--- src/rtl/rom_addr_sequencer.sv ---
// Steps a ROM address from a captured first to last address at a programmable rate
// and samples the ROM output once per step. Define ROM_SEQ_LOOP_EN to repeat passes until stop.
module rom_addr_sequencer #(
    parameter int AW    = 7,
    parameter int DIV_W = 16
) (
    input  logic             CLKIN,
    input  logic             RESETN,
    input  logic             start,
    input  logic             stop,
    input  logic [AW-1:0]    first_addr,
    input  logic [AW-1:0]    last_addr,
    input  logic [DIV_W-1:0] div,
    output logic [AW-1:0]    addr,
    input  logic             rom_data,
    output logic             bit_out,
    output logic             bit_valid,
    output logic             busy,
    output logic             done
);

    localparam logic [0:0] IDLE = 1'b0;
    localparam logic [0:0] RUN  = 1'b1;

    localparam logic [DIV_W-1:0] DIV_ZERO = {DIV_W{1'b0}};
    localparam logic [DIV_W-1:0] DIV_ONE  = {{(DIV_W-1){1'b0}}, 1'b1};
    localparam logic [AW-1:0]    ADDR_ONE = {{(AW-1){1'b0}}, 1'b1};

    logic [0:0]       state_q, state_d;
    logic [AW-1:0]    addr_q, addr_d;
    logic [AW-1:0]    last_q, last_d;
    logic [DIV_W-1:0] dm1_q, dm1_d;
    logic [DIV_W-1:0] presc_q, presc_d;
    logic             bit_q, bit_d;
    logic             valid_q, valid_d;
    logic             done_q, done_d;
    logic             tick_s;
`ifdef ROM_SEQ_LOOP_EN
    logic [AW-1:0]    first_q, first_d;
`endif

    // dm1 holds max(div,1)-1, so a tick is simply presc_q reaching it
    assign tick_s = (presc_q == dm1_q);

    // Next-state logic: capture in IDLE, step/sample on ticks in RUN
    always_comb begin
        state_d = state_q;
        addr_d  = addr_q;
        last_d  = last_q;
        dm1_d   = dm1_q;
        presc_d = presc_q;
        bit_d   = bit_q;
        valid_d = 1'b0;
        done_d  = 1'b0;
`ifdef ROM_SEQ_LOOP_EN
        first_d = first_q;
`endif
        case (state_q)
            IDLE: begin
                if (start && !stop) begin
                    state_d = RUN;
                    addr_d  = first_addr;
                    last_d  = last_addr;
                    dm1_d   = (div == DIV_ZERO) ? DIV_ZERO : (div - DIV_ONE);
                    presc_d = DIV_ZERO;
`ifdef ROM_SEQ_LOOP_EN
                    first_d = first_addr;
`endif
                end else begin
                    state_d = IDLE;
                end
            end
            RUN: begin
                // stop beats a coincident tick: no sample, no strobe
                if (stop) begin
                    state_d = IDLE;
                end else if (tick_s) begin
                    bit_d   = rom_data;
                    valid_d = 1'b1;
                    presc_d = DIV_ZERO;
                    if (addr_q == last_q) begin
                        done_d = 1'b1;
`ifdef ROM_SEQ_LOOP_EN
                        addr_d = first_q;
`else
                        state_d = IDLE;
`endif
                    end else begin
                        addr_d = addr_q + ADDR_ONE;
                    end
                end else begin
                    presc_d = presc_q + DIV_ONE;
                end
            end
            default: begin
                state_d = IDLE;
            end
        endcase
    end

    // State and output registers with asynchronous reset
    always_ff @(posedge CLKIN or negedge RESETN) begin
        if (!RESETN) begin
            state_q <= IDLE;
            addr_q  <= {AW{1'b0}};
            last_q  <= {AW{1'b0}};
            dm1_q   <= DIV_ZERO;
            presc_q <= DIV_ZERO;
            bit_q   <= 1'b0;
            valid_q <= 1'b0;
            done_q  <= 1'b0;
`ifdef ROM_SEQ_LOOP_EN
            first_q <= {AW{1'b0}};
`endif
        end else begin
            state_q <= state_d;
            addr_q  <= addr_d;
            last_q  <= last_d;
            dm1_q   <= dm1_d;
            presc_q <= presc_d;
            bit_q   <= bit_d;
            valid_q <= valid_d;
            done_q  <= done_d;
`ifdef ROM_SEQ_LOOP_EN
            first_q <= first_d;
`endif
        end
    end

    assign addr      = addr_q;
    assign bit_out   = bit_q;
    assign bit_valid = valid_q;
    assign done      = done_q;
    assign busy      = (state_q == RUN);

endmodule

--- config.mk ---
export PLATFORM = sky130hd
export DESIGN_NAME = rom_addr_sequencer
export DESIGN_NICKNAME = d
export VERILOG_FILES = /design/src/rtl/rom_addr_sequencer.sv
export SDC_FILE = /design/constraint.sdc
export NUM_CORES = 1
export LEC_CHECK = 0
export BUFFER_PORTS_ARGS = -buffer_cell sky130_fd_sc_hd__buf_2
export CORE_MARGIN = 8
export CORE_UTILIZATION = 42
export CTS_BUF_LIST = sky130_fd_sc_hd__clkbuf_4 sky130_fd_sc_hd__clkbuf_8
export DETAILED_ROUTE_END_ITERATION = 7
export PLACE_DENSITY_LB_ADDON = 0.3
export SLEW_MARGIN = 10
export SYNTH_ARGS = -nofsm -noshare
export SYNTH_HDL_FRONTEND = slang
export SYNTH_SLANG_ARGS = --single-unit
--- constraint.sdc ---
create_clock -name CLKIN -period 4.9 [get_ports CLKIN]
set_input_delay 0.49 -clock CLKIN [delete_from_list [all_inputs] [get_ports CLKIN]]
set_output_delay 0.49 -clock CLKIN [all_outputs]
set_load 0.05 [all_outputs]
==> results.tsv, run 1 <==
metric	value	unit
status	finished clean	
start_util	42.5	%
grt_pass1_vias	2531	
placed_cell_area	3300	um2
syn-num-nets	371	
crit_fanout	20	
dp_hpwl	5.02	mm
drive_gt1_share	19.9	%
detail_route.first_pass.iterations	4	
gr-total-overflow	0	
yosys_register_bits	50	
mostFrequentLayoutCell	nand2_1	
avgViaCountPerCell	5.32	
synth_cells	333	
ant_nets	0	
crit_path_top_delay_cell	nand4_1	
ys_warn_count	0	
grt_max_degree	51	
synth_cell_types	53	
crit_family	simple AND/OR/NAND/NOR gates	
rrSetupSlack	2.33	ns
setup_slack	2.33	ns
ir_drop	0.108	mV
diodes	0	
wirelength	6.97	mm
period_share	52.4	%
rsz0062_at_grt	false	
hold_viol	0	
layout_common_cells	nand2_1 (68), dfrtp_1 (50), buf_2 (45), xor2_1 (26), o21ai_0 (16)	
required	5.09	ns
io_buffers	45	
dieArea	10200	um2
cp.arrival	2.76	ns
leakage	1.57	nW
fmax	389	MHz
cts_sinks	50	
drv_slew	0	
max_stage_delay	0.71	ns
grt_pass1_wl	12.3	mm
holdWs	0.272	ns
drc	0	
rows	31	
cts_root_buffer	clkbuf_8	
cts_resized	0	
pwr-share-seq	50.8	%
critPathKind	flip-flop to flip-flop	
slew_headroom	46.0	%
ys_seq_area_share	41.5	%
switching_share	34.7	%
p_clk_share	24.4	%
wire_per_inst	14.8	um
die_h	101	um
pin_count	46	
max-cap-violations	0	
core_region_area	7100	um2
worstSetupStartpointType	flip-flop	
fin_skew	0.00825	ns
dr_total_vias	2502	
hp-class	input port to asynchronous set/reset pin	
rr_endpoint	bit_out	
pre_cts_ws	2.30	ns
drt_first_iter_violations	144	
reg2reg_depth	5	
power_density	308	nW/um2
gp_congestion	0.777	
clkSlewWorstSetupHoldPaths	0.09	ns
end_kind	flip-flop	
layout_min_cycle_time	2.57	ns
grt_usage	14.9	%
critical_path_buf_inv_count	0	
antenna_found_initial	0	
post_cts_buffers	0	
final.setup.tns	0	ns
fin_nets	408	
worst_slew_pin_slew	0.808	ns
synthToLayoutAreaGrowth	12.6	%
p_comb_share	24.8	%
n_fill_cell	683	
cts_buffer_depth	2	
clock_latency	0.30	ns
switchingPower	0.000364	W
final_util	47.9	%
worstPathCellList	xor2_1 -> nor4_1 -> nand4_1 -> nor2_1 -> mux2_2	
setup_viol	0	
hold_buffers	0	
syn_avg_cell_area	9.06	um2
synthesis.area	3020	um2
r2r-start	presc_q[13]	
fin_area	3400	um2
die_w	101	um
h-tree-depth	2	
p_int	0.000684	W
cts_tree	built	
numCtsBuffers	5	
## power by group through the flow
stage | Clock (W) | Sequential (W) | Combinational, W
floorplan | 0 | 0.000566 | 0.000148
global placement | 0 | 0.000538 | 0.000257
detailed placement | 0 | 0.000540 | 0.000261
CTS | 0.000266 | 0.000532 | 0.000263
global route | 0.000279 | 0.000543 | 0.000292
finish | 0.000256 | 0.000532 | 0.000260
## metal layers
layer	part of all wire [%]	vias to the layer above	global-route usage, %	routed length [um]
li1	-	1262	-	-
met1	49	1165	21.0	3380
met2	45	64	22.0	3130
met3	4.7	11	2.69	331
met4	1.8	0	5.47	124
met5	0	-	0	0
## how the worst max path moves through the flow
stage                startpoint      end  cells past startpoint
floorplan                  busy  addr[0]                      6
global placement    presc_q[13]  bit_out                      5
detailed placement  presc_q[13]  bit_out                      5
CTS                 presc_q[13]  bit_out                      5
global route         presc_q[4]  bit_out                      5
finish              presc_q[13]  bit_out                      5
## worst reg2reg max path, cell delays in order (launching register included)
cell and delay (ns):
dfrtp_1 0.45, xor2_1 0.18, nor4_1 0.38, nand4_1 0.71, nor2_1 0.38, mux2_2 0.36
## cell type report
type / count / area (um2) / area share [%]
sequential: 50 / 1250 / 36.8
clock inverter: 2 / 16.3 / 0.479
inverter: 10 / 37.5 / 1.10
tap: 99 / 124 / 3.65
clock buffer: 6 / 82.6 / 2.43
multi-input combinational: 255 / 1640 / 48.2
timing repair buffer: 48 / 248 / 7.29
## logic make-up (layout without fill, tap and decap cells)
logic type / Yosys count / count (layout) / synth area share, %
XOR/XNOR: 36 / 36 / 10.4
buffers and inverters: 28 / 66 / 4.31
adder cells (fa/ha/maj): 3 / 3 / 1.24
AO/OA/AOI/OAI: 55 / 55 / 12.0
multiplexers: 8 / 8 / 2.82
flip-flops: 50 / 50 / 41.5
AND/OR/NAND/NOR: 153 / 153 / 27.7
## synthesized netlist by cell type (all sizes together)
master   count  area (um2)
inv         10        37.5
or2          1        6.26
or4          2        15.0
xor2        26         228
o211a        1        10.0
ha           3        37.5
a32o         1        10.0
a311oi       2        17.5
a21oi        8        40.0
buf          7        50.1
a311o        3        30.0
clkbuf      11        42.5
or3b         1        8.76
nand2       68         255
dfrtp       50        1250
o21ai       18        90.1
and3         6        38.8
a221o        1        10.0
nor4b        2        17.5
and4b        2        20.0
nor4bb       2        20.0
o21bai       1        7.51
nand4b       1        15.0
nand3b       1        7.51
a41oi        1        8.76
a31oi        7        43.8
nor3        11        55.1
nand3       12        60.1
nor3b        3        38.8
o31ai        8        60.1
a31o         2        17.5
nand2b       2        12.5
nor2        10        37.5
o2111ai      2        17.5
and4         4        37.5
nor2b        3        18.8
mux2i        4        40.0
xnor2       10        87.6
nor4        12         109
and2         1        6.26
nand4        6        37.5
mux2         4        45.0
or3          3        18.8
## state kept, by name, indices dropped and copies added (netlist names)
name and cells:
done 1, addr 7, last_q 7, presc_q 16
bit_out 1, busy 1, dm1_q 16, bit_valid 1
## stage by stage
step / power (W) / cells
after floorplan: 0.000714 / 333
after global placement: 0.000795 / 462
after detailed placement: 0.000801 / 462
after CTS: 0.00106 / 470
after global routing: 0.00111 / 470
final: 0.00105 / 470
Note: power is estimated with default switching activity, not from simulation.
==> run 2: changes to the inputs <==
--- a/config.mk
+++ b/config.mk
@@ -5,6 +5,7 @@
 export SDC_FILE = /design/constraint.sdc
 export NUM_CORES = 1
 export LEC_CHECK = 0
+export ABC_AREA = 1
 export BUFFER_PORTS_ARGS = -buffer_cell sky130_fd_sc_hd__buf_2
 export CORE_MARGIN = 8
 export CORE_UTILIZATION = 42
==> constraint.sdc (replaced) <==
create_clock -name CLKIN -period 2.6 [get_ports CLKIN]
set_input_delay 0.26 -clock CLKIN [delete_from_list [all_inputs] [get_ports CLKIN]]
set_output_delay 0.26 -clock CLKIN [all_outputs]
set_load 0.05 [all_outputs]
==> results.tsv, run 2 <==
metric	value	unit	change
gp_congestion	0.908		+17%
synth_edf_count	0		unchanged
post_cts_buffers	0		unchanged
grt_pass1_vias	2673		+5.6%
synthToLayoutAreaGrowth	12.3	%	
crit_fanout	9		-55%
synth.most_common_cell	nand2_1		
fin_nets	510		+25%
diodes	0		unchanged
worstPathCellList	inv_1 -> nand2_1 -> nand2_1 -> nor2_1 -> nand2_1 -> nor2_2 -> nand2_4 -> nand2_2 -> inv_2 -> nand2_1 -> o21ai_1		
drt_first_iter_violations	120		-17%
period_share	64.6	%	+12 points
drive_gt1_share	16.7	%	-3.2 points
switchingPower	0.000903	W	+150%
p_comb_share	32.1	%	+7.3 points
mostFrequentLayoutCell	nand2_1		
ys_seq_area_share	40.2	%	-1.3 points
dp_hpwl	5.42	mm	+8.0%
hp-class	input port to asynchronous set/reset pin		
p_clk_share	21.3	%	-3.1 points
cts_tree	built		
critPathKind	flip-flop to flip-flop		
pwr-share-seq	46.6	%	-4.2 points
synthesis.area	3110	um2	+3.2%
worstSetupStartpointType	flip-flop		
grt_max_degree	51		unchanged
synth.top_cell.area_share	40.2	%	-1.3 points
required	2.80	ns	-2.29 ns
wire_per_inst	12.2	um	-18%
avgViaCountPerCell	4.80		-9.8%
layout_min_cycle_time	1.68	ns	-0.890 ns
final.setup.tns	0	ns	unchanged
crit_family	simple AND/OR/NAND/NOR gates		
placedCellCount	564		+22%
instances_no_fill	572		+22%
antenna_found_initial	0		unchanged
grt_usage	14.2	%	-0.67 points
clock_latency	0.31	ns	about the same
die_h	102	um	+1.3%
worst_slew_pin_slew	0.619	ns	-0.188 ns
synth_flop_cell	dfrtp_1		
yosys_register_bits	50		unchanged
dr_total_vias	2746		+9.8%
syn-num-nets	467		+26%
cp_common_cell	nand2_1		
max_stage_delay	0.49	ns	-0.22 ns
synth_cells	429		+29%
detail_route.first_pass.iterations	4		unchanged
core_region_area	7210	um2	+1.6%
synth_cell_types	30		-43%
wirelength	6.98	mm	+0.17%
fmax	596	MHz	+53%
slew_headroom	58.7	%	+13 points
rows	31		unchanged
synth.area.top_cells	dfrtp_1 (40%), nand2_1 (17%), inv_1 (5.9%)		
largestRegisters	dm1_q: 16 flops, presc_q: 16 flops		
crit_cells	11		+6
syn_avg_cell_area	7.26	um2	-20%
cts_resized	0		unchanged
yosysTopAreaCell	dfrtp_1		
n_fill_cell	733		+7.3%
pin_count	46		unchanged
reg2reg_depth	11		+6
grt_pass1_wl	11.9	mm	-3.4%
synthArstFlopShare	100	%	unchanged
critical_path_buf_inv_count	2		+2
drv_slew	0		unchanged
cts_sinks	50		unchanged
cts_buffer_depth	2		unchanged
h-tree-depth	2		unchanged
switching_share	39.6	%	+4.9 points
fin_skew	0.00435	ns	-0.00390 ns
hold_buffers	0		unchanged
setup_viol	0		unchanged
start_util	43.1	%	+0.63 points
io_buffers	45		unchanged
ant_nets	0		unchanged
end_kind	flip-flop		
gr-total-overflow	0		unchanged
cts_root_buffer	clkbuf_8		
clkSlewWorstSetupHoldPaths	0.09	ns	about the same
final_util	48.5	%	+0.60 points
dieArea	10400	um2	+2.6%
synth_commonest_cells	nand2_1 (141), dfrtp_1 (50), inv_1 (49), nor2_1 (36), nand3_1 (24)		
rsz0062_at_grt	false		
leakage	1.73	nW	+10%
ir_drop	0.246	mV	+130%
drc	0		unchanged
cp.arrival	1.88	ns	-0.88 ns
die_w	102	um	+1.3%
numCtsBuffers	5		unchanged
status	finished clean		
layout_common_cells	nand2_1 (141), dfrtp_1 (50), inv_1 (49), buf_2 (45), nor2_1 (35)		
p_int	0.00138	W	+100%
max-cap-violations	0		unchanged
ys_warn_count	0		unchanged
hold_viol	0		unchanged
crit_path_top_delay_cell	dfrtp_1		
power_density	651	nW/um2	+110%
-- run 2: area by class of cell --
type / count / area, um2 / area share, %
multi-input combinational: 311 / 1570 / 45.0
sequential: 50 / 1250 / 35.8
timing repair buffer: 47 / 240 / 6.87
inverter: 57 / 214 / 6.12
tap: 99 / 124 / 3.54
clock buffer: 7 / 90.1 / 2.58
clock inverter: 1 / 5.00 / 0.143
-- run 2: path summary, 6_finish.rpt --
path / slack [ns] / start / endpoint
max in group asynchronous: 2.14 / RESETN / addr[6]
max: 0.92 / presc_q[0] / presc_q[1]
max reg2reg: 0.92 / presc_q[0] / presc_q[1]
min reg2reg: 0.50 / last_q[6] / last_q[6]
min in group CLKIN: 0.15 / last_addr[6] / last_q[6]
min: 0.05 / RESETN / dm1_q[11]
-- run 2: through the flow --
step | hold WS (ns) | cell area (um2) | worst slack, ns | power, W
2_1_floorplan | -0.0356 | 3110 | 0.922 | 0.00161
3_3_place_gp | 0.396 | 3400 | 0.733 | 0.00179
3_5_place_dp | 0.400 | 3400 | 0.698 | 0.00181
4_1_cts | 0.0695 | 3500 | 0.905 | 0.00229
5_1_grt | 0.110 | 3500 | 0.727 | 0.00243
6_report | 0.0475 | 3500 | 0.921 | 0.00228
-- run 2: cells by family (layout without fill, tap and decap cells) --
family / Yosys count / after routing / share of synthesized area (%)
AND/OR/NAND/NOR: 232 / 232 / 32.7
buffers and inverters: 68 / 112 / 9.36
flip-flops: 50 / 50 / 40.2
AO/OA/AOI/OAI: 48 / 48 / 8.64
XOR/XNOR: 28 / 28 / 7.88
adder cells (fa/ha/maj): 3 / 3 / 1.21
-- run 2: metal layers --
layer | up-vias | share of wire (%) | global-route usage [%]
li1 | 1449 | - | -
met5 | - | 0 | 0
met2 | 56 | 45 | 22.9
met4 | 0 | 1.2 | 5.08
met1 | 1233 | 50 | 18.6
met3 | 8 | 4.1 | 2.59
-- run 2: power groups by stage --
stage / clock (W) / sequential [W] / combinational [W]
after global routing: 0.000517 / 0.00109 / 0.000829
after CTS: 0.000492 / 0.00106 / 0.000741
after global placement: 0 / 0.00107 / 0.000722
final: 0.000485 / 0.00106 / 0.000732
after floorplan: 0 / 0.00117 / 0.000441
after detailed placement: 0 / 0.00108 / 0.000738
